File: config.mk
export PLATFORM = sky130hd
export DESIGN_NAME = mult_seq_ctrl
export DESIGN_NICKNAME = d
export VERILOG_FILES = /design/src/rtl/mult_pkg.sv /design/src/rtl/mult_step_cnt.sv /design/src/rtl/mult_seq_ctrl.sv
export SDC_FILE = /design/constraint.sdc
export NUM_CORES = 1
export LEC_CHECK = 0
export CAP_MARGIN = 15
export CORE_AREA = 2 2 39 41
export DETAILED_ROUTE_END_ITERATION = 12
export DIE_AREA = 0 0 41 43
export HOLD_SLACK_MARGIN = 0.08
export PLACE_DENSITY_LB_ADDON = 0.2
export SETUP_SLACK_MARGIN = 0.02
export SYNTH_ARGS = -nofsm -noshare
export SYNTH_HDL_FRONTEND = slang
export SYNTH_SLANG_ARGS = --single-unit
export TNS_END_PERCENT = 10
File: constraint.sdc
create_clock -name clock -period 1.3 [get_ports clock]
set_input_delay 0.195 -clock clock [delete_from_list [all_inputs] [get_ports clock]]
set_output_delay 0.195 -clock clock [all_outputs]
set_load 0.05 [all_outputs]
File: src/rtl/mult_pkg.sv
// Shared control codes, FSM state and output decode
// for the shift-add multiplier sequencer.
package mult_pkg;

  localparam logic [1:0] Q_LOAD  = 2'b00;
  localparam logic [1:0] Q_RESET = 2'b01;
  localparam logic [1:0] Q_SHIFT = 2'b10;
  localparam logic [1:0] Q_HOLD  = 2'b11;

  localparam logic [1:0] A_HOLD  = 2'b00;
  localparam logic [1:0] A_CLEAR = 2'b01;
  localparam logic [1:0] A_ADD   = 2'b10;
  localparam logic [1:0] A_SHIFT = 2'b11;

  typedef enum logic [2:0] {
    S_IDLE,
    S_LOAD,
    S_TEST,
    S_ADD,
    S_SHIFT,
    S_DONE
  } state_e;

  typedef struct packed {
    logic [1:0] q;
    logic [1:0] a;
    logic       busy;
    logic       done;
  } ctrl_t;

  localparam ctrl_t CTRL_RST = '{
    q: Q_HOLD, a: A_HOLD, busy: 1'b0, done: 1'b0
  };

  function automatic ctrl_t decode(state_e s);
    ctrl_t c;
    c = '{q: Q_HOLD, a: A_HOLD, busy: 1'b1, done: 1'b0};
    unique case (s)
      S_IDLE:  c.busy = 1'b0;
      S_LOAD: begin
        c.q = Q_LOAD;
        c.a = A_CLEAR;
      end
      S_TEST:  ;
      S_ADD:   c.a = A_ADD;
      S_SHIFT: begin
        c.q = Q_SHIFT;
        c.a = A_SHIFT;
      end
      S_DONE:  c.done = 1'b1;
      default: c.busy = 1'b0;
    endcase
    return c;
  endfunction

endpackage

File: src/rtl/mult_step_cnt.sv
// Loadable down-counter tracking remaining test/shift
// iterations; last flags the final iteration.
module mult_step_cnt #(
  parameter int N = 4,
  localparam int W = $clog2(N + 1)
) (
  input  logic         clock,
  input  logic         reset_n,
  input  logic         load_i,
  input  logic         dec_i,
  output logic [W-1:0] count_o,
  output logic         last_o
);

  logic [W-1:0] count_q;
  logic [W-1:0] count_d;

  always_comb begin
    count_d = count_q;
    if (load_i) begin
      count_d = W'(N);
    end else if (dec_i) begin
      count_d = count_q - W'(1);
    end
  end

  always_ff @(posedge clock or negedge reset_n) begin
    if (!reset_n) begin
      count_q <= '0;
    end else begin
      count_q <= count_d;
    end
  end

  assign count_o = count_q;
  assign last_o  = (count_q == W'(1));

endmodule

File: src/rtl/mult_seq_ctrl.sv
// Shift-add multiplier sequencer; define MULT_SEQ_CTRL_ERR_EN
// to add the sticky err output for start-while-busy.
module mult_seq_ctrl
  import mult_pkg::*;
#(
  parameter int N = 4,
  localparam int W = $clog2(N + 1)
) (
  input  logic         clock,
  input  logic         reset_n,
  input  logic         start,
  input  logic         q0,
  output logic [1:0]   q_ctrl,
  output logic [1:0]   a_ctrl,
  output logic         busy,
  output logic         done,
  output logic [W-1:0] step
`ifdef MULT_SEQ_CTRL_ERR_EN
  ,
  output logic         err
`endif
);

  state_e state_q;
  state_e state_d;
  ctrl_t  ctrl_q;
  ctrl_t  ctrl_d;
  logic   last;

  always_comb begin
    state_d = state_q;
    unique case (state_q)
      S_IDLE:  if (start) state_d = S_LOAD;
      S_LOAD:  state_d = S_TEST;
      S_TEST:  state_d = q0 ? S_ADD : S_SHIFT;
      S_ADD:   state_d = S_SHIFT;
      S_SHIFT: state_d = last ? S_DONE : S_TEST;
      S_DONE:  state_d = S_IDLE;
      default: state_d = S_IDLE;
    endcase
    ctrl_d = decode(state_d);
  end

  // Outputs are registered from the next state so they
  // line up with state_q and never glitch mid-cycle.
  always_ff @(posedge clock or negedge reset_n) begin
    if (!reset_n) begin
      state_q <= S_IDLE;
      ctrl_q  <= CTRL_RST;
    end else begin
      state_q <= state_d;
      ctrl_q  <= ctrl_d;
    end
  end

  mult_step_cnt #(
    .N(N)
  ) u_cnt (
    .clock  (clock),
    .reset_n(reset_n),
    .load_i (state_q == S_LOAD),
    .dec_i  (state_q == S_SHIFT),
    .count_o(step),
    .last_o (last)
  );

  assign q_ctrl = ctrl_q.q;
  assign a_ctrl = ctrl_q.a;
  assign busy   = ctrl_q.busy;
  assign done   = ctrl_q.done;

`ifdef MULT_SEQ_CTRL_ERR_EN
  logic err_q;
  logic err_d;

  always_comb begin
    err_d = err_q;
    if (start && state_q != S_IDLE && state_q != S_DONE) begin
      err_d = 1'b1;
    end
  end

  always_ff @(posedge clock or negedge reset_n) begin
    if (!reset_n) begin
      err_q <= 1'b0;
    end else begin
      err_q <= err_d;
    end
  end

  assign err = err_q;
`endif

endmodule

After elaboration in Yosys (flattened, before gate mapping)
Cells that the tools add are included.
{ "word_totals": {"regBits": 12, "inputBits": 4, "wordCells": 30} }
{ "classes": {"addsub": 1, "eq_ne": 10, "muxes": 10, "reduce_logical": 3} }
{ "ops": {"columns": ["operator", "count"], "rows": [
  ["$mux 3", 5],
  ["$pmux 3 s5", 1],
  ["$eq 3x2->1 const B", 4],
  ["$eq 3x1->1 const B", 3],
  ["$eq 3x3->1 const B", 3],
  ["$pmux 2 s3", 1],
  ["$reduce_or 5->1", 1],
  ["$pmux 2 s2", 1],
  ["$logic_not 3->1", 1],
  ["$sub 3x1->3 const B", 1],
  ["$mux 1", 2],
  ["$reduce_bool 2->1", 1]
]} }

Logic depth before layout (Yosys ltp)
Gate-level depths: netlist (run 1).
{ "logic_depth": {"word_depth": 6, "mapped_depth": 5, "ltp_nobuf": 5} }

Modules after synthesis
From an unflattened synthesis (run 1), not the netlist that was laid out.
{ "hier_totals": {"cells_unflattened": 47, "hier_area_um2": 541.8} }
{ "modules_own_cells": {"columns": ["mod", "instances", "cells_per_inst", "area_per_inst_um2"], "rows": [
  ["mult_seq_ctrl", 1, 31, 379.1],
  ["mult_step_cnt", 1, 16, 162.7]
]} }

Worst setup path before layout (run 1)
No wires, ideal clock.
{ "synth_path": {"path_kind": "register to register", "start": "register u_cnt.count_q[0] (netlist: u_cnt.count_o[0])", "end": "register u_cnt.count_q[1] (netlist: u_cnt.count_o[1])", "setup_ps": 121, "arrival_ps": 1337, "slack_ps": -158, "stages_incl_launch_ff": 5, "synth_period_minus_slack_ps": 1458, "cell_sequence": "dfrtp_1 > inv_1 > ha_1 > o22ai_1 > a22o_1"} }
{ "synth_between": {"elab_chain_cells": 3} }
{ "synth_rtl": {"columns": ["element", "line", "rtl"], "rows": [
  ["start: declaration", "mult_step_cnt.sv:15", "logic [W-1:0] count_q;"],
  ["start signal: assignment", "mult_step_cnt.sv:31", "count_q <= count_d;"],
  ["$sub 3x1->3", "mult_step_cnt.sv:23", "count_d = count_q - W'(1);"],
  ["$mux 3", "mult_step_cnt.sv:22", "end else if (dec_i) begin"],
  ["$mux 3", "mult_step_cnt.sv:20", "if (load_i) begin"]
]} }
No other way between the ends. The select of a mux whose other input is x is not followed.
A chain may end at the register's enable or synchronous reset.

Final worst setup path (run 1)
{ "layout_path": {"start": "register u_cnt.count_q[0] (netlist: u_cnt.count_o[0])", "end": "register state_q[0]"} }
{ "layout_between": {"elab_chain_cells": 3} }
{ "layout_rtl": {"columns": ["element", "line", "rtl"], "rows": [
  ["$eq 3x1->1", "mult_step_cnt.sv:36", "assign last_o = (count_q == W'(1));"],
  ["$mux 3", "mult_seq_ctrl.sv:37", "S_SHIFT: state_d = last ? S_DONE : S_TEST;"],
  ["$pmux 3 s5", "mult_seq_ctrl.sv:32", "unique case (state_q)"],
  ["net state_d[0]", "mult_seq_ctrl.sv:25", "state_e state_d;"],
  ["end signal: assignment", "mult_seq_ctrl.sv:51", "state_q <= state_d;"],
  ["end: declaration", "mult_seq_ctrl.sv:24", "state_e state_q;"]
]} }
The timed path passes the listed nets, and every way through them passes these cells.

==> results of run 1 <==
-- power breakdown --
group          internal, W  total (W)  switching, W
Combinational     0.000698    0.00140      0.000700
Sequential        0.000559   0.000788      0.000229
Clock             0.000170   0.000293      0.000123
Total              0.00143    0.00248       0.00105
-- cell type report --
cell class	instances	area, sq um	share of cell area
Timing Repair Buffer	13	217.7	0.2681
Sequential cell	12	305.3	0.3760
Inverter	6	22.52	0.02773
Clock buffer	4	36.28	0.04468
Multi-Input combinational cell	33	210.2	0.2589
Tap cell	16	20.02	0.02465
-- critical path, stage by stage, from the launching register on --
cell and delay (ps):
sky130_fd_sc_hd__dfrtp_2 450, sky130_fd_sc_hd__ha_1 230, sky130_fd_sc_hd__and3b_1 180, sky130_fd_sc_hd__o21bai_1 140, sky130_fd_sc_hd__a21oi_1 80
-- worst max-delay path by stage --
stage                           from                to  slack, ps
floorplan           u_cnt.count_o[0]  u_cnt.count_o[1]         40
global placement               start         q_ctrl[0]        120
detailed placement             start         q_ctrl[0]        120
CTS                 u_cnt.count_o[0]        state_q[0]        120
global route              state_q[2]        state_q[1]         60
finish              u_cnt.count_o[0]        state_q[0]        110
-- synth_stat cells, types with 2 or more instances --
cell type,count
sky130_fd_sc_hd__a21o_2,2
sky130_fd_sc_hd__a21oi_1,3
sky130_fd_sc_hd__a22o_1,2
sky130_fd_sc_hd__dfrtp_1,10
sky130_fd_sc_hd__dfstp_2,2
sky130_fd_sc_hd__ha_1,2
sky130_fd_sc_hd__inv_1,6
sky130_fd_sc_hd__nand2_1,6
sky130_fd_sc_hd__nor2_1,4
sky130_fd_sc_hd__o22ai_1,2
-- metrics by stage --
stage	hold slack, ps	worst slack [ps]
floorplan	-100.6	43.17
global placement	507.2	119.6
detailed placement	505.6	123.9
CTS	210.9	122.3
global route	218.8	63.08
finish	212.2	106.4
-- layer usage --
layer | global-route usage | vias to the layer above | wire length [um]
li1 | - | 205 | -
met2 | 0.1844 | 8 | 452
met4 | 0.08000 | 0 | 16
met3 | 0.01571 | 2 | 34
met1 | 0.1972 | 193 | 449
met5 | 0 | - | 0
-- sequential cells by signal (all words and copies together), names as in the netlist --
name	count
state_q	3
u_cnt.count_o	3
a_ctrl	2
q_ctrl	2
busy	1
done	1
-- cell families (layout without fill, tap and decap cells) --
kind of cell | Yosys count | count (layout) | share of synthesized area
DFF | 12 | 12 | 0.5538
muxes | 1 | 1 | 0.01831
adders and majority gates | 2 | 2 | 0.04576
AOI/OAI and AO/OA | 13 | 13 | 0.1648
and+or+nand+nor | 17 | 17 | 0.1556
buffers and inverters | 7 | 23 | 0.06178
==> impl_metrics.ini, run 1 <==
[outcome]
result_of_the_run = finished clean

[logic_synthesis]
ys_dominant_reg_cell = sky130_fd_sc_hd__dfrtp_1
synthesis.area_sq_um = 546.8
synth-seq-cells = 12
synth-warning-count = 0
postSynth.asyncResetShare = 1.000
avgSynthCellArea_sq_um = 10.51
synth_largest_type_area_fraction = 0.4577
synth_cell_type_count = 23
sequential_fraction_of_the_synthesis_area = 0.5538
edff_count_synth = 0
mappedNetlistNets = 58
postSynthCellCount = 52
synthDominantAreaCellType = sky130_fd_sc_hd__dfrtp_1
synth_top_cells_by_area = sky130_fd_sc_hd__dfrtp_1 46%, sky130_fd_sc_hd__dfstp_2 9.6%, sky130_fd_sc_hd__ha_1 4.6%, sky130_fd_sc_hd__inv_1 4.1%, sky130_fd_sc_hd__nand2_1 4.1%

[sta]
finalHoldViolations = 0
timing.final.max_slew_violations = 0
finalSetupViolCount = 0
achievable-frequency_mhz = 837.8
period_share = 0.9181
grt_setup_unrepaired = false
timing.setup.tns_ps = 0
worst_slew_pin_slew_ps = 331.1
minimum_clock_period_ps = 1194
finalClockSkew_ps = 1.072
slew_headroom = 0.7792

[setup_path]
timing.reg2reg.setup_slack_ps = 110
r2r_end = state_q[0]
critical_path_arrival_ps = 1350
crit_path_start_kind = flop
worstReg2RegStart = u_cnt.count_o[0]
critical_path_required_ps = 1450
path_max_fanout = 4
critical_path.endpoint_type = flop
worst-r2r-cell-count = 4
worst-setup-path-type = flop to flop

[cts]
cts_tree = done
numCtsBuffers = 3
cts_sinks = 12
cts_max_level = 1
clk_path_buf_depth = 2
clk_transition_reported_paths_ps = 70
cts_hold_repair.buffers = 0
cts.repair_timing.setup_buffer_count = 0
clock_latency_ps = 270
clk_root_buffer_cell = sky130_fd_sc_hd__clkbuf_4
number_of_instances_resized_during_post_cts_repair = 0

[min_path]
worst_hold_path_type = input pin to asynchronous set/reset pin

[grt]
largest_net_degree_at_the_start_of_global_routing = 13
first_pass_grt_wire_length_um = 1600
grt_antenna_before_repair = 0
grt_overflow = 0
vias_in_the_first_global_route = 370
groute.usage.overall = 0.1345

[cells_and_area]
n_antenna_cell = 0
layout.cells.most_common = sky130_fd_sc_hd__buf_12
nets = 75
layout-drive-gt1-share = 0.3529
filler_cell_count = 108
leading_cell_types_in_the_layout_fill_and_taps_excluded = 9 x sky130_fd_sc_hd__buf_12, 8 x sky130_fd_sc_hd__dfrtp_1, 6 x sky130_fd_sc_hd__nand2_1
flow.area_growth_from_synthesis_pct = 48.51
finish.cell_count_without_fillers = 84
postLayoutCoreUtil = 0.5868
post-route-cell-area_sq_um = 812.0

[floorplan]
row_count = 14
die_w_um = 41
dieHeight_um = 43
initial_core_util = 0.3951
floorplan.die_area_sq_um = 1763
core-area_sq_um = 1384
design.portCount = 13

[place]
placedCellCount = 80
place.port_buffers = 12
hpwlAfterDp_um = 695.5
routabilityCongestion = 0.7519
placed_inst_area_sq_um = 775.7

[detailed_routing]
avgViaCountPerCell = 4.857
post_drt_wl_per_cell_um = 11.32
drt_drc_violations_left = 0
firstDrtPassIters = 4
antenna_left = 0
dr.first_iter.drc_count = 6
route.vias.total = 408
drt_total_wl_um = 951

[power]
vdd.ir_drop.worst_uv = 1417
power_per_cell_area_nw_per_um2 = 3054
total_power_w = 0.002480
p_leak_nw = 0.4016

[run]
cap_violations = 0
Power figures use the tool's default switching activity.
==> run 2, diff against run 1 <==
- ABC_AREA: unset -> 1
- CORE_AREA: 2 2 39 41 -> 3 3 40 42
- DIE_AREA: 0 0 41 43 -> 0 0 43 45
==> run 2 against run 1 <==
Effect of this change: via count rose by 6.4%; routed wire length grew 1.8%; power is 8.8% lower; register-to-register slack about the same; first-iteration DRC count grew 67%; utilization up 4.7 points; clock power rose by 1%; fmax is 0.85% higher; worst hold slack got worse by 96 ps; count of clock-buffer cells in the layout unchanged; sequential cell count unchanged; clock skew down 0.63 ps; critical path type unchanged; critical endpoint is now busy; highest routed layer unchanged.
==> impl_metrics.ini, run 2 <==
[outcome]
result_of_the_run = finished clean

[floorplan]
design.portCount = 13
dieHeight_um = 45
core-area_sq_um = 1285
initial_core_util = 0.4070
floorplan.die_area_sq_um = 1935
die_w_um = 43
row_count = 13

[detailed_routing]
antenna_left = 0
avgViaCountPerCell = 4.667
drt_total_wl_um = 968
route.vias.total = 434
dr.first_iter.drc_count = 10
drt_drc_violations_left = 0
post_drt_wl_per_cell_um = 10.41
firstDrtPassIters = 3

[grt]
groute.usage.overall = 0.1145
grt_antenna_before_repair = 0
largest_net_degree_at_the_start_of_global_routing = 10
grt_overflow = 0
first_pass_grt_wire_length_um = 1614
vias_in_the_first_global_route = 417

[logic_synthesis]
synth_top_family_by_area = simple AND/OR/NAND/NOR gates
synth_largest_type_area_fraction = 0.4785
edff_count_synth = 0
avgSynthCellArea_sq_um = 8.717
synthesis.area_sq_um = 523.0
postSynth.asyncResetShare = 1.000
synthMuxAreaShare = 0
synth_cell_type_count = 15
yosysMostFrequentCell = sky130_fd_sc_hd__inv_1
synth_compound_area_frac = 0.03110
synth-warning-count = 0
post_synth_most_frequent_cells = 13 x sky130_fd_sc_hd__inv_1, 12 x sky130_fd_sc_hd__nand2_1, 10 x sky130_fd_sc_hd__dfrtp_1, 10 x sky130_fd_sc_hd__nor2_1, 3 x sky130_fd_sc_hd__nand3_1
ys_dominant_reg_cell = sky130_fd_sc_hd__dfrtp_1
postSynthCellCount = 60
synth_top_cells_by_area = sky130_fd_sc_hd__dfrtp_1 48%, sky130_fd_sc_hd__dfstp_2 10%, sky130_fd_sc_hd__inv_1 9.3%, sky130_fd_sc_hd__nand2_1 8.6%, sky130_fd_sc_hd__nor2_1 7.2%
synth-seq-cells = 12
synth_xor_xnor_area_share = 0
sequential_fraction_of_the_synthesis_area = 0.5789
synthDominantAreaCellType = sky130_fd_sc_hd__dfrtp_1
synth_simple_gate_area_frac = 0.2416
mappedNetlistNets = 66
synthesized_area_fraction_occupied_by_adder_cells = 0.04785

[cts]
clock_latency_ps = 270
clk_transition_reported_paths_ps = 80
cts_max_level = 1
cts_tree = done
clk_path_buf_depth = 2
clk_root_buffer_cell = sky130_fd_sc_hd__clkbuf_4
numCtsBuffers = 3
cts_sinks = 12

[place]
hpwlAfterDp_um = 745.3
placedCellCount = 88
routabilityCongestion = 0.8586
place.port_buffers = 12

[sta]
timing.setup.tns_ps = 0
finalSetupViolCount = 0
hold-worst-slack_ps = 115.9
finalHoldViolations = 0
slew_headroom = 0.8676
achievable-frequency_mhz = 844.9
finalClockSkew_ps = 0.4418
minimum_clock_period_ps = 1184
timing.final.max_slew_violations = 0
period_share = 0.9104
worst_slew_pin_slew_ps = 196.6
grt_setup_unrepaired = false

[run]
cap_violations = 0

[setup_path]
r2r_end = busy
worst-r2r-cell-count = 5
crit_path_start_kind = flop
worst-setup-path-type = flop to flop
timing.reg2reg.setup_slack_ps = 120
path_max_fanout = 3
critical_path.endpoint_type = flop
critical_path_required_ps = 1450
worstReg2RegStart = u_cnt.count_o[0]
critical_path_arrival_ps = 1340

[power]
clkPwrFrac = 0.131
net-switching-power_w = 0.0009850
power.switching_fraction = 0.4354
power_per_cell_area_nw_per_um2 = 2778
combinational_share_of_power = 0.565
vdd.ir_drop.worst_uv = 1379
p_int_w = 0.001277
p_leak_nw = 0.4337
power.sequential.fraction = 0.303

[cells_and_area]
nets = 85
finish.cell_count_without_fillers = 93
n_antenna_cell = 0
flow.area_growth_from_synthesis_pct = 55.74
leading_cell_types_in_the_layout_fill_and_taps_excluded = 12 x sky130_fd_sc_hd__inv_1, 11 x sky130_fd_sc_hd__nand2_1, 9 x sky130_fd_sc_hd__nor2_1, 9 x sky130_fd_sc_hd__buf_12, 8 x sky130_fd_sc_hd__dfrtp_1
layout.cells.most_common = sky130_fd_sc_hd__inv_1
layout-drive-gt1-share = 0.3462

[min_path]
worst_hold_path_type = input pin to asynchronous set/reset pin
==> run 2: cell types whose count changed in the layout (fill, tap and decap cells not counted), moves of 3 or more <==
cell                      before  now
sky130_fd_sc_hd__a21oi_1       3    0
sky130_fd_sc_hd__inv_1         4   12
sky130_fd_sc_hd__nand2_1       6   11
sky130_fd_sc_hd__nand3_1       0    3
sky130_fd_sc_hd__nor2_1        4    9
==> run 2: final cells by class <==
type,count,area (sq um)
sequential,12,305.3
inverter,14,52.55
clock buffer,4,36.28
timing repair buffer,14,225.2
multi-input combinational,34,176.4
fill,96,470.5
tap,15,18.77
==> run 2: worst max-delay path by stage <==
stage	start	to	depth (start not counted)
5_1_grt	u_cnt.count_o[0]	busy	5
3_3_place_gp	q0	busy	6
6_report	u_cnt.count_o[0]	busy	5
3_5_place_dp	q0	busy	6
2_1_floorplan	u_cnt.count_o[1]	busy	6
4_1_cts	u_cnt.count_o[0]	busy	5
==> run 2: through the flow <==
step | cell area (sq um) | total power (W) | util | setup WS [ps]
floorplan | 525.5 | 0.001343 | - | 29.30
global placement | 762.0 | 0.001913 | 0.5930 | 61.95
detailed placement | 762.0 | 0.001928 | 0.5930 | 29.10
CTS | 798.3 | 0.002232 | 0.6212 | 53.61
global route | 814.5 | 0.002388 | 0.6339 | 55.19
finish | 814.5 | 0.002262 | 0.6339 | 116.5
==> run 2: what timing repair did <==
action	in CTS	in global routing
setup endpoints to repair	0	3
hold buffers	0	0
resized for setup	0	3
buffers inserted	0	1
==> run 2: power groups by stage <==
stage	clock network [W]	logic (W)	registers (W)
6_report	0.000297	0.00128	0.000686
5_1_grt	0.000320	0.00136	0.000706
4_1_cts	0.000304	0.00123	0.000693
3_5_place_dp	0	0.00123	0.000697
3_3_place_gp	0	0.00121	0.000698
2_1_floorplan	0	0.000345	0.000998
==> run 2: worst max-delay path, cell delays in order (launching register included) <==
cell,delay [ps]
sky130_fd_sc_hd__dfrtp_2,430
sky130_fd_sc_hd__ha_1,220
sky130_fd_sc_hd__nand2_2,90
sky130_fd_sc_hd__nand2_1,70
sky130_fd_sc_hd__a21oi_2,160
sky130_fd_sc_hd__nand3_1,90
==> run 2: logic make-up (layout without fill, tap and decap cells) <==
group,Yosys count,after routing
flip-flops,12,12
adder cells (fa/ha/maj),2,2
buffers and inverters,14,32
AO/OA/AOI/OAI,3,3
AND/OR/NAND/NOR,29,29
==> run 2: metal layers <==
metal	vias to the layer above	routed length [um]	track usage
met2	12	458	0.1826
met3	3	54	0.02390
met5	-	0	0
met1	203	431	0.1425
met4	0	23	0.07229
li1	216	-	-
==> run 3, diff against run 2 <==
--- a/config.mk
+++ b/config.mk
@@ -12,5 +12,5 @@
 export DIE_AREA = 0 0 43 45
 export HOLD_SLACK_MARGIN = 0.08
-export PLACE_DENSITY_LB_ADDON = 0.2
+export PLACE_DENSITY = 0.66
 export SETUP_SLACK_MARGIN = 0.02
 export SYNTH_ARGS = -nofsm -noshare
==> constraint.sdc (replaced) <==
create_clock -name clock -period 1.3 [get_ports clock]
set_input_delay 0.195 -clock clock [delete_from_list [all_inputs] [get_ports clock]]
set_output_delay 0.195 -clock clock [all_outputs]
set_load 0.005 [all_outputs]
==> run 3 against run 2 <==
Effect of this change: die area unchanged; first-iteration DRC count rose by 30%; final cell count shrank 1.1%; sequential share of layout area increased by 5.9 points; critical path depth is 4 lower; clock power fell by 3%; cell area down 14%; fmax is 2.0% lower; combinational power shrank 55%.
==> impl_metrics.ini, run 3 (synthesis results as in run 2) <==
[setup_path]
critical_path_required_ps = 1110
critical_path.startpoint = q_ctrl[1]
path_buf_inv = 1
critical_path_arrival_ps = 1010
critical_path_top_delay_cell = sky130_fd_sc_hd__dfstp_2
worst-r2r-cell-count = 5
critical_path.endpoint_type = output pin
worstReg2RegStart = u_cnt.count_o[0]
path_max_fanout = 1
crit_path_start_kind = flop
timing.reg2reg.setup_slack_ps = 140
cpPeakStageDelay_ps = 520
worst-setup-path-type = flop to output pin
crit_family = flip-flops
timing.critical_path.cells = dlygate4sd2_1
r2r_end = busy
cp_endpoint = q_ctrl[1]
critical_path_cell_count = 1

[grt]
groute.usage.overall = 0.1228
grt_overflow = 0
grt_antenna_before_repair = 0
first_pass_grt_wire_length_um = 1690
largest_net_degree_at_the_start_of_global_routing = 13
vias_in_the_first_global_route = 410

[floorplan]
dieHeight_um = 45
core-area_sq_um = 1285
design.portCount = 13
floorplan.die_area_sq_um = 1935
die_w_um = 43
row_count = 13
initial_core_util = 0.4070

[cells_and_area]
leading_cell_types_in_the_layout_fill_and_taps_excluded = 12 x sky130_fd_sc_hd__inv_1, 12 x sky130_fd_sc_hd__nand2_1, 10 x sky130_fd_sc_hd__nor2_1, 10 x sky130_fd_sc_hd__dfrtp_1, 9 x sky130_fd_sc_hd__dlygate4sd2_1
flow.area_growth_from_synthesis_pct = 33.49
postLayoutCoreUtil = 0.5433
post-route-cell-area_sq_um = 698.2
n_antenna_cell = 0
layout-drive-gt1-share = 0.1688
nets = 84

[detailed_routing]
dr.first_iter.drc_count = 13
drt_total_wl_um = 940
avgViaCountPerCell = 4.761
drt_drc_violations_left = 0
firstDrtPassIters = 4
route.vias.total = 438
antenna_left = 0
post_drt_wl_per_cell_um = 10.22

[sta]
timing.final.max_slew_violations = 0
grt_setup_unrepaired = false
achievable-frequency_mhz = 827.9
hold-worst-slack_ps = 213.7
finalClockSkew_ps = 9.297
finalSetupViolCount = 0
worst_slew_pin_slew_ps = 209.5
period_share = 0.9291
timing.setup.tns_ps = 0
finalHoldViolations = 0
minimum_clock_period_ps = 1208
slew_headroom = 0.8603

[cts]
cts_max_level = 1
clk_root_buffer_cell = sky130_fd_sc_hd__clkbuf_4
cts_sinks = 12
numCtsBuffers = 3
clk_transition_reported_paths_ps = 80
clock_latency_ps = 270
cts_tree = done
clk_path_buf_depth = 2

[outcome]
result_of_the_run = finished clean

[place]
placed_inst_area_sq_um = 669.4
place.port_buffers = 12
routabilityCongestion = 0.8367
hpwlAfterDp_um = 711

[min_path]
worst_hold_path_type = input pin to asynchronous set/reset pin

[power]
p_leak_nw = 0.3979
power_per_cell_area_nw_per_um2 = 2142
vdd.ir_drop.worst_uv = 1265

[run]
cap_violations = 0
[run 3: cell types whose count changed in the layout (fill, tap and decap cells not counted)]
cell,change
sky130_fd_sc_hd__nor2_2,-1
sky130_fd_sc_hd__nor2_1,+1
sky130_fd_sc_hd__dlygate4sd2_1,+9
sky130_fd_sc_hd__nand2_1,+1
sky130_fd_sc_hd__nand2_2,-1
sky130_fd_sc_hd__buf_12,-9
sky130_fd_sc_hd__buf_4,-1
sky130_fd_sc_hd__dfrtp_2,-2
sky130_fd_sc_hd__dfrtp_1,+2
[run 3: what timing repair did]
action                                 CTS  global route
setup buffers                            0             0
hold buffers                             0             0
endpoints found under the hold margin    0             0
setup endpoints to repair                9             2
pin swaps                                0             1
resized for setup                        9             2
[run 3: how the worst min path moves through the flow]
stage                startpoint          endpoint  slack (ps)  depth (start not counted)
2_1_floorplan           reset_n         a_ctrl[0]        -100                          0
3_3_place_gp   u_cnt.count_o[2]  u_cnt.count_o[2]         500                          2
3_5_place_dp            reset_n              done         510                          2
4_1_cts                 reset_n              done         210                          2
5_1_grt                 reset_n              done         220                          2
6_report                reset_n              done         210                          2
[run 3: layer usage]
metal / global-route usage / up-vias / share of wire
met5: 0 / - / 0
met1: 0.1316 / 209 / 0.38
met2: 0.2036 / 14 / 0.52
met3: 0.07570 / 2 / 0.094
li1: - / 213 / -
met4: 0.03614 / 0 / 0.0085
[run 3: cell type report]
class	count	area [sq um]
timing repair buffer	13	116.4
tap	15	18.77
fill	120	586.8
inverter	14	52.55
clock buffer	4	36.28
multi-input combinational	34	171.4
sequential	12	302.8
[run 3: where the power goes]
part,internal (W),switching [W]
Combinational,0.000254,0.000327
Clock,0.000170,0.000119
Sequential,0.000538,0.0000871
Total,0.000962,0.000533
[run 3: stage by stage]
step                      instances  setup slack (ps)  total power [W]
after global placement           88             68.11         0.001268
final                            92             92.11         0.001496
after CTS                        92             71.58         0.001507
after global routing             92             28.82         0.001656
after detailed placement         88             47.35         0.001277
after floorplan                  60             203.6        0.0009786
